### config.mk
export PLATFORM = sky130hd
export DESIGN_NAME = priority_index_dispatch_8bit
export DESIGN_NICKNAME = d
export VERILOG_FILES = /design/src/rtl/priority_index_dispatch_8bit.sv
export SDC_FILE = /design/constraint.sdc
export NUM_CORES = 1
export LEC_CHECK = 0
export BUFFER_PORTS_ARGS = -buffer_cell sky130_fd_sc_hd__clkbuf_2
export CAP_MARGIN = 0
export CORE_UTILIZATION = 53
export CTS_CLUSTER_SIZE = 12
export DETAILED_ROUTE_END_ITERATION = 16
export PLACE_DENSITY = 0.82
export SLEW_MARGIN = 20
export SYNTH_ARGS = -nofsm -noshare
export SYNTH_HDL_FRONTEND = slang
export SYNTH_SLANG_ARGS = --single-unit
### constraint.sdc
create_clock -name clk -period 2.67 [get_ports clk]
set_input_delay 0.534 -clock clk [delete_from_list [all_inputs] [get_ports clk]]
set_output_delay 0.534 -clock clk [all_outputs]
set_load 0.02 [all_outputs]
### src/rtl/priority_index_dispatch_8bit.sv
// Buffers encoded line indices, decodes the FIFO head to a one-hot event
// and tracks which dispatched lines are still awaiting service.
module priority_index_dispatch_8bit #(
    parameter int WIDTH      = 8,
    parameter int IDX_W      = 3,
    parameter int FIFO_DEPTH = 4
) (
    input  logic             clk,
    input  logic             rst,
    input  logic [IDX_W-1:0] in_idx,
    input  logic             in_valid,
    output logic             in_ready,
    output logic [WIDTH-1:0] out_onehot,
    output logic             out_valid,
    input  logic             out_ready,
    input  logic [WIDTH-1:0] ack,
    output logic [WIDTH-1:0] pending,
    output logic [7:0]       dup_cnt
);

    localparam int PTR_W = $clog2(FIFO_DEPTH);

    logic [IDX_W-1:0] r_mem [FIFO_DEPTH];
    logic [PTR_W-1:0] r_wptr;
    logic [PTR_W-1:0] r_rptr;
    logic [PTR_W:0]   r_count;
    logic [WIDTH-1:0] r_pending;
    logic [7:0]       r_dup;

    logic             w_push;
    logic             w_idx_ok;
    logic             w_wr;
    logic             w_pop;
    logic             w_hit;
    logic [IDX_W-1:0] w_head;
    logic [WIDTH-1:0] w_onehot;

    assign in_ready  = (r_count != (PTR_W+1)'(FIFO_DEPTH)) & ~rst;
    assign out_valid = (r_count != '0) & ~rst;
    assign w_head    = r_mem[r_rptr];

    // Out-of-range indices complete the handshake but are never stored.
    assign w_idx_ok = {1'b0, in_idx} < (IDX_W+1)'(WIDTH);
    assign w_push   = in_valid & in_ready;
    assign w_wr     = w_push & w_idx_ok;
    assign w_pop    = out_valid & out_ready;

    always_comb begin
        w_onehot = '0;
        if (out_valid) begin
            w_onehot[w_head] = 1'b1;
        end
    end

    assign w_hit      = |(w_onehot & r_pending);
    assign out_onehot = w_onehot;
    assign pending    = r_pending;
    assign dup_cnt    = r_dup;

    always_ff @(posedge clk) begin
        if (w_wr) begin
            r_mem[r_wptr] <= in_idx;
        end
    end

    always_ff @(posedge clk) begin
        if (rst) begin
            r_wptr    <= '0;
            r_rptr    <= '0;
            r_count   <= '0;
            r_pending <= '0;
            r_dup     <= '0;
        end else begin
            if (w_wr) begin
                r_wptr <= r_wptr + 1'b1;
            end
            if (w_pop) begin
                r_rptr <= r_rptr + 1'b1;
            end
            unique case ({w_wr, w_pop})
                2'b10:   r_count <= r_count + 1'b1;
                2'b01:   r_count <= r_count - 1'b1;
                default: r_count <= r_count;
            endcase
            // A new dispatch outranks an ack to the same line.
            r_pending <= (r_pending & ~ack) | (w_pop ? w_onehot : '0);
            if (w_pop && w_hit && (r_dup != 8'hFF)) begin
                r_dup <= r_dup + 1'b1;
            end
        end
    end

endmodule
# Word-level counts from Yosys, hierarchy flattened
# Memories as Yosys holds them, arrays and structs flattened. A register that Yosys moved wholly into a read port is not among the register bits.
# Index checks and enable logic that the tools add are counted.
totals:
  regBits: 23
  mem_bits_rw: 12
  input_bits: 15
  output_inout_bits: 26
  memories: 1
mem_list:
  columns: ["memory", "words", "width", "read_ports", "rd_clocked_by_memory_dff", "write_ports", "line", "rtl"]
  rows:
  - ["r_mem", 4, 3, 1, 1, 1, "23", "logic [IDX_W-1:0] r_mem [FIFO_DEPTH];"]
classes:
  addsub: 5
  magnitude_cmp: 2
  n_eq_ne: 4
  n_mux: 9
  n_bitwise: 9
  n_reduce_logical: 6
op_table:
  columns: ["operator", "count"]
  rows:
  - ["$and A8 B8 Y8", 2]
  - ["$mux W8", 2]
  - ["$add A8 B1 Y8 const B", 1]
  - ["$ne A8 B8 Y1 const B", 1]
  - ["$not A8 Y8", 1]
  - ["$or A8 B8 Y8", 1]
  - ["$reduce_or A8 Y1", 1]
  - ["$pmux W3 S2", 1]
  - ["$add A2 B1 Y2 const B", 2]
  - ["$and A1 B1 Y1", 4]
  - ["$lt A3 B4 Y1 const B", 1]
  - ["$mux W2", 2]
  - ["$add A3 B1 Y3 const B", 1]
  - ["$demux W1 S3", 1]
  - ["$ge A3 B1 Y1 const B", 1]
  - ["$logic_and A1 B1 Y1", 3]
  - ["$mux W1", 3]
  - ["$ne A3 B3 Y1 const B", 1]
  - ["$reduce_bool A3 Y1", 1]
  - ["$sub A3 B1 Y3 const B", 1]
  - ["$eq A2 B1 Y1 const B", 1]
  - ["$eq A2 B2 Y1 const B", 1]
  - ["$reduce_bool A2 Y1", 1]
  - ["$not A1 Y1", 1]

# Logic depth before layout (Yosys ltp)
logic_depth:
  word_depth: 9
  mapped_depth: 10
  mapped_depth_nobuf: 10

# Worst setup path after synthesis
# Ideal clock, no wire load.
synth_timing:
  kind: "input -> register"
  startpoint: "in rst"
  endpoint: "reg r_count[2]"
  setup_time_ns: 0.071
  t_arrival_ns: 2.401
  t_required_ns: 2.599
  setup_slack_ns: 0.198
  stages: 9
  path_cell_list: "nor2_1 -> nand2_1 -> clkinv_1 -> ha_1 -> inv_1 -> fa_1 -> xor2_1 -> or3_1 -> a21oi_1"
synth_via:
  elab_chain_cells: 5
  elab_cells_between_ends: 9
synth_lines:
  columns: ["element", "line", "rtl"]
  rows:
  - ["start, declared", "9", "input logic rst,"]
  - ["$not A1 Y1 (*)", "39", "assign out_valid = (r_count != '0) & ~rst;"]
  - ["$and A1 B1 Y1 (*)", "39", null]
  - ["$and A1 B1 Y1 (*)", "46", "assign w_pop = out_valid & out_ready;"]
  - ["named net w_pop", "33", "logic w_pop;"]
  - ["$eq A2 B1 Y1 / $eq A2 B2 Y1 (equally long branches)", "80", "unique case ({w_wr, w_pop})"]
  - ["$pmux W3 S2 / $reduce_bool A2 Y1 (equally long branches)", null, null]
  - ["end signal, assigned", "81", "2'b10: r_count <= r_count + 1'b1;"]
  - ["end signal, assigned", "82", "2'b01: r_count <= r_count - 1'b1;"]
  - ["end signal, assigned", "83", "default: r_count <= r_count;"]
  - ["end, declared", "26", "logic [PTR_W:0] r_count;"]
# Mark *: on every way through the listed nets, which the timed path passes. The rest lies on a longest branch.
# A chain may end at the register's enable or synchronous reset.

==> results.toml <==
[outcome]
status = "completed"

[cells_and_area]
fillerInstances = 247
layout_common_cells = "clkbuf_2, nor2_1, dfxtp_1, nand2_1, edfxtp_1"
drive_above_1_share_pct = 27.95
final_common_cell = "clkbuf_2"
antenna_cells = 0
final_nets = 250
design_area_sq_um = 2125
syn_to_final_growth_pct = 18.99

[floorplanning]
die_x_um = 60.04
dieArea_sq_um = 3605
die_h_um = 60.04
ios = 41
core-area_sq_um = 3128
rows = 20
initial_core_util_pct = 57.08

[sta]
min_period_ns = 2.583
slew_viol_final = 0
tns_ns = 0
clock_skew_ns = 0.005406
rsz0062_at_grt = "false"
period_share_pct = 96.75
worst_pin_slew_ns = 0.3545
setup_viol = 0
max_freq_mhz = 387.1
relSlewSlack_pct = 76.19
hold_violations = 0

[clocking]
clkLatencyLatePin_ns = 0.35
cts-root-buf = "clkbuf_4"
h-tree-depth = 2
cts.path.max_buffers = 2
clkTransAtPathRegs_ns = 0.11
clkSinkCount = 37
cts_tree = "yes"
cts_made_buffers = 5

[place]
gp_congestion = 0.8404
hpwl_um = 2548
portBuffers = 40
dpl-instance-area_sq_um = 2062

[power]
total_leakage_power_nw = 0.8975
powerDensity_nw_per_um2 = 488.8
ir_drop_mv = 0.3649

[global_route]
grt_max_degree = 17
grt_pass1_wl_um = 5678
grt.total_usage_pct = 22.06
grt_pass1_vias = 1321
gr-total-overflow = 0
antenna_found_initial = 0

[worst_setup_path]
cp.arrival_ns = 2.05
rrSetupSlack_ns = 0.26
crit_end = "out_onehot[4]"
r2r_end = "dup_cnt[3]"
cp_max_fo = 5
startpoint_type = "register"
required_ns = 2.14
critPathKind = "register to output pin"
cp-end-kind = "output pin"
reg2regPathDepth = 7

[yosys]
synth.net_count = 200
synth_top_area_share_pct = 28.03
synthCells = 178
seq_area_frac_synth_pct = 48.21
synthTopCellsByArea = "dfxtp_1, edfxtp_1, nor2_1, ha_1, a21oi_1"
yosys.area.top_type = "dfxtp_1"
syn_avg_cell_area_sq_um = 10.03
synth_area_sq_um = 1785
ys_seq_elements = 37
synth.yosys.warnings = 0
ys_types = 43

[drt]
drt-total-wl_um = 3295
drt_iter0_markers = 117
post_drt_via_cell_ratio = 5.183
num_vias = 1415
antenna_left = 0
drt-pass1-iter-count = 4
wl_per_cell_um = 12.07
drcViolationCount = 0

[min_path]
hp-class = "input pin to register"

[run]
maxCapViolCount = 0
-- cell usage after synthesis, drive strengths merged --
library cell	number
dfxtp	25
nand4b	1
nand4	1
buf	3
and2	1
o41ai	1
mux2	1
clkbuf	3
a21oi	11
nor3	4
o21ba	2
a311oi	1
nand3	5
xor2	3
a31oi	1
mux2i	2
nand2	12
clkinv	1
or4	1
nor2	31
nor4b	1
nand4bb	1
a211oi	1
or3b	1
o31ai	4
ha	6
mux4	3
edfxtp	12
o211ai	3
o311ai	3
nor2b	8
o21ai	2
xnor2	2
or3	3
inv	10
fa	1
and3	7
-- cells by family (layout without fill, tap and decap cells) --
group | Yosys count | count (layout) | synth area share, %
AO/OA/AOI/OAI | 29 | 29 | 12.68
XOR/XNOR | 5 | 5 | 2.453
adder cells (fa/ha/maj) | 7 | 7 | 5.326
buffers and inverters | 17 | 68 | 4.484
flip-flops | 37 | 37 | 48.21
multiplexers | 6 | 6 | 5.746
AND/OR/NAND/NOR | 77 | 77 | 21.09
-- stage by stage --
step | util (%) | total power, mW | cells | worst slack, ns | hold slack, ns
finish | 67.92 | 1.038 | 273 | 0.08674 | 0.3977
global placement | 65.92 | 0.7662 | 264 | 0.2613 | 0.4895
CTS | 67.60 | 1.045 | 272 | 0.05086 | 0.3869
global route | 67.92 | 1.094 | 273 | 0.01116 | 0.3910
detailed placement | 65.92 | 0.7694 | 264 | 0.2063 | 0.5003
floorplan | - | 0.7215 | 178 | 0.1985 | 0.4711
-- registers in the layout, summed over array words and instances, names as in the netlist, named ones only --
signal,count
r_wptr,2
r_mem,12
r_rptr,2
dup_cnt,8
r_count,3
pending,8
-- worst max-delay path, stage by stage, from the launching register on --
cell and delay (ns):
dfxtp_4 0.38, mux4_2 0.53, or3_1 0.35, buf_4 0.16, nor2_1 0.10, clkbuf_2 0.17
-- power by group --
part | switching [mW] | total (mW) | internal, mW
combinational | 0.0895 | 0.150 | 0.0610
clock | 0.179 | 0.279 | 0.100
sequential | 0.0115 | 0.608 | 0.597
total | 0.280 | 1.04 | 0.758
-- how the worst min path moves through the flow --
stage | from | endpoint | slack, ns | depth (start not counted)
after floorplan | r_count[2] | r_count[2] | 0.47 | 2
after global placement | r_count[2] | r_count[2] | 0.49 | 2
after detailed placement | r_count[2] | r_count[2] | 0.50 | 2
after CTS | in_idx[2] | r_mem[1][2] | 0.39 | 1
after global routing | in_idx[2] | r_mem[3][2] | 0.39 | 1
final | in_idx[2] | r_mem[1][2] | 0.40 | 1
-- what timing repair did --
| item | CTS | global route |
|---|---|---|
| resized for setup | 1 | 1 |
| setup buffers | 0 | 1 |
| pin swaps | 0 | 0 |
| cloned | 0 | 0 |
| endpoints found under the hold margin | 0 | 0 |
| hold buffers | 0 | 0 |
| setup endpoints to repair | 4 | 3 |
-- final cells by class --
| cell class | instances | area [sq um] | area share (%) |
|---|---|---|---|
| inverters | 11 | 41.29 | 1.943 |
| flip-flops and latches | 37 | 864.6 | 40.69 |
| clock buffers | 6 | 41.29 | 1.943 |
| well taps | 44 | 55.05 | 2.591 |
| clock inverters | 2 | 10.01 | 0.4711 |
| multi-input cells | 124 | 844.6 | 39.75 |
| repair buffers | 49 | 267.8 | 12.60 |
-- per-layer routing --
metal	up-vias	share of wire, %	global-route usage [%]
li1	732	-	-
met1	638	49	28.06
met2	36	44	33.65
met3	9	4.5	5.628
met4	0	2.6	13.29
met5	-	0	0
Power figures use the tool's default switching activity.
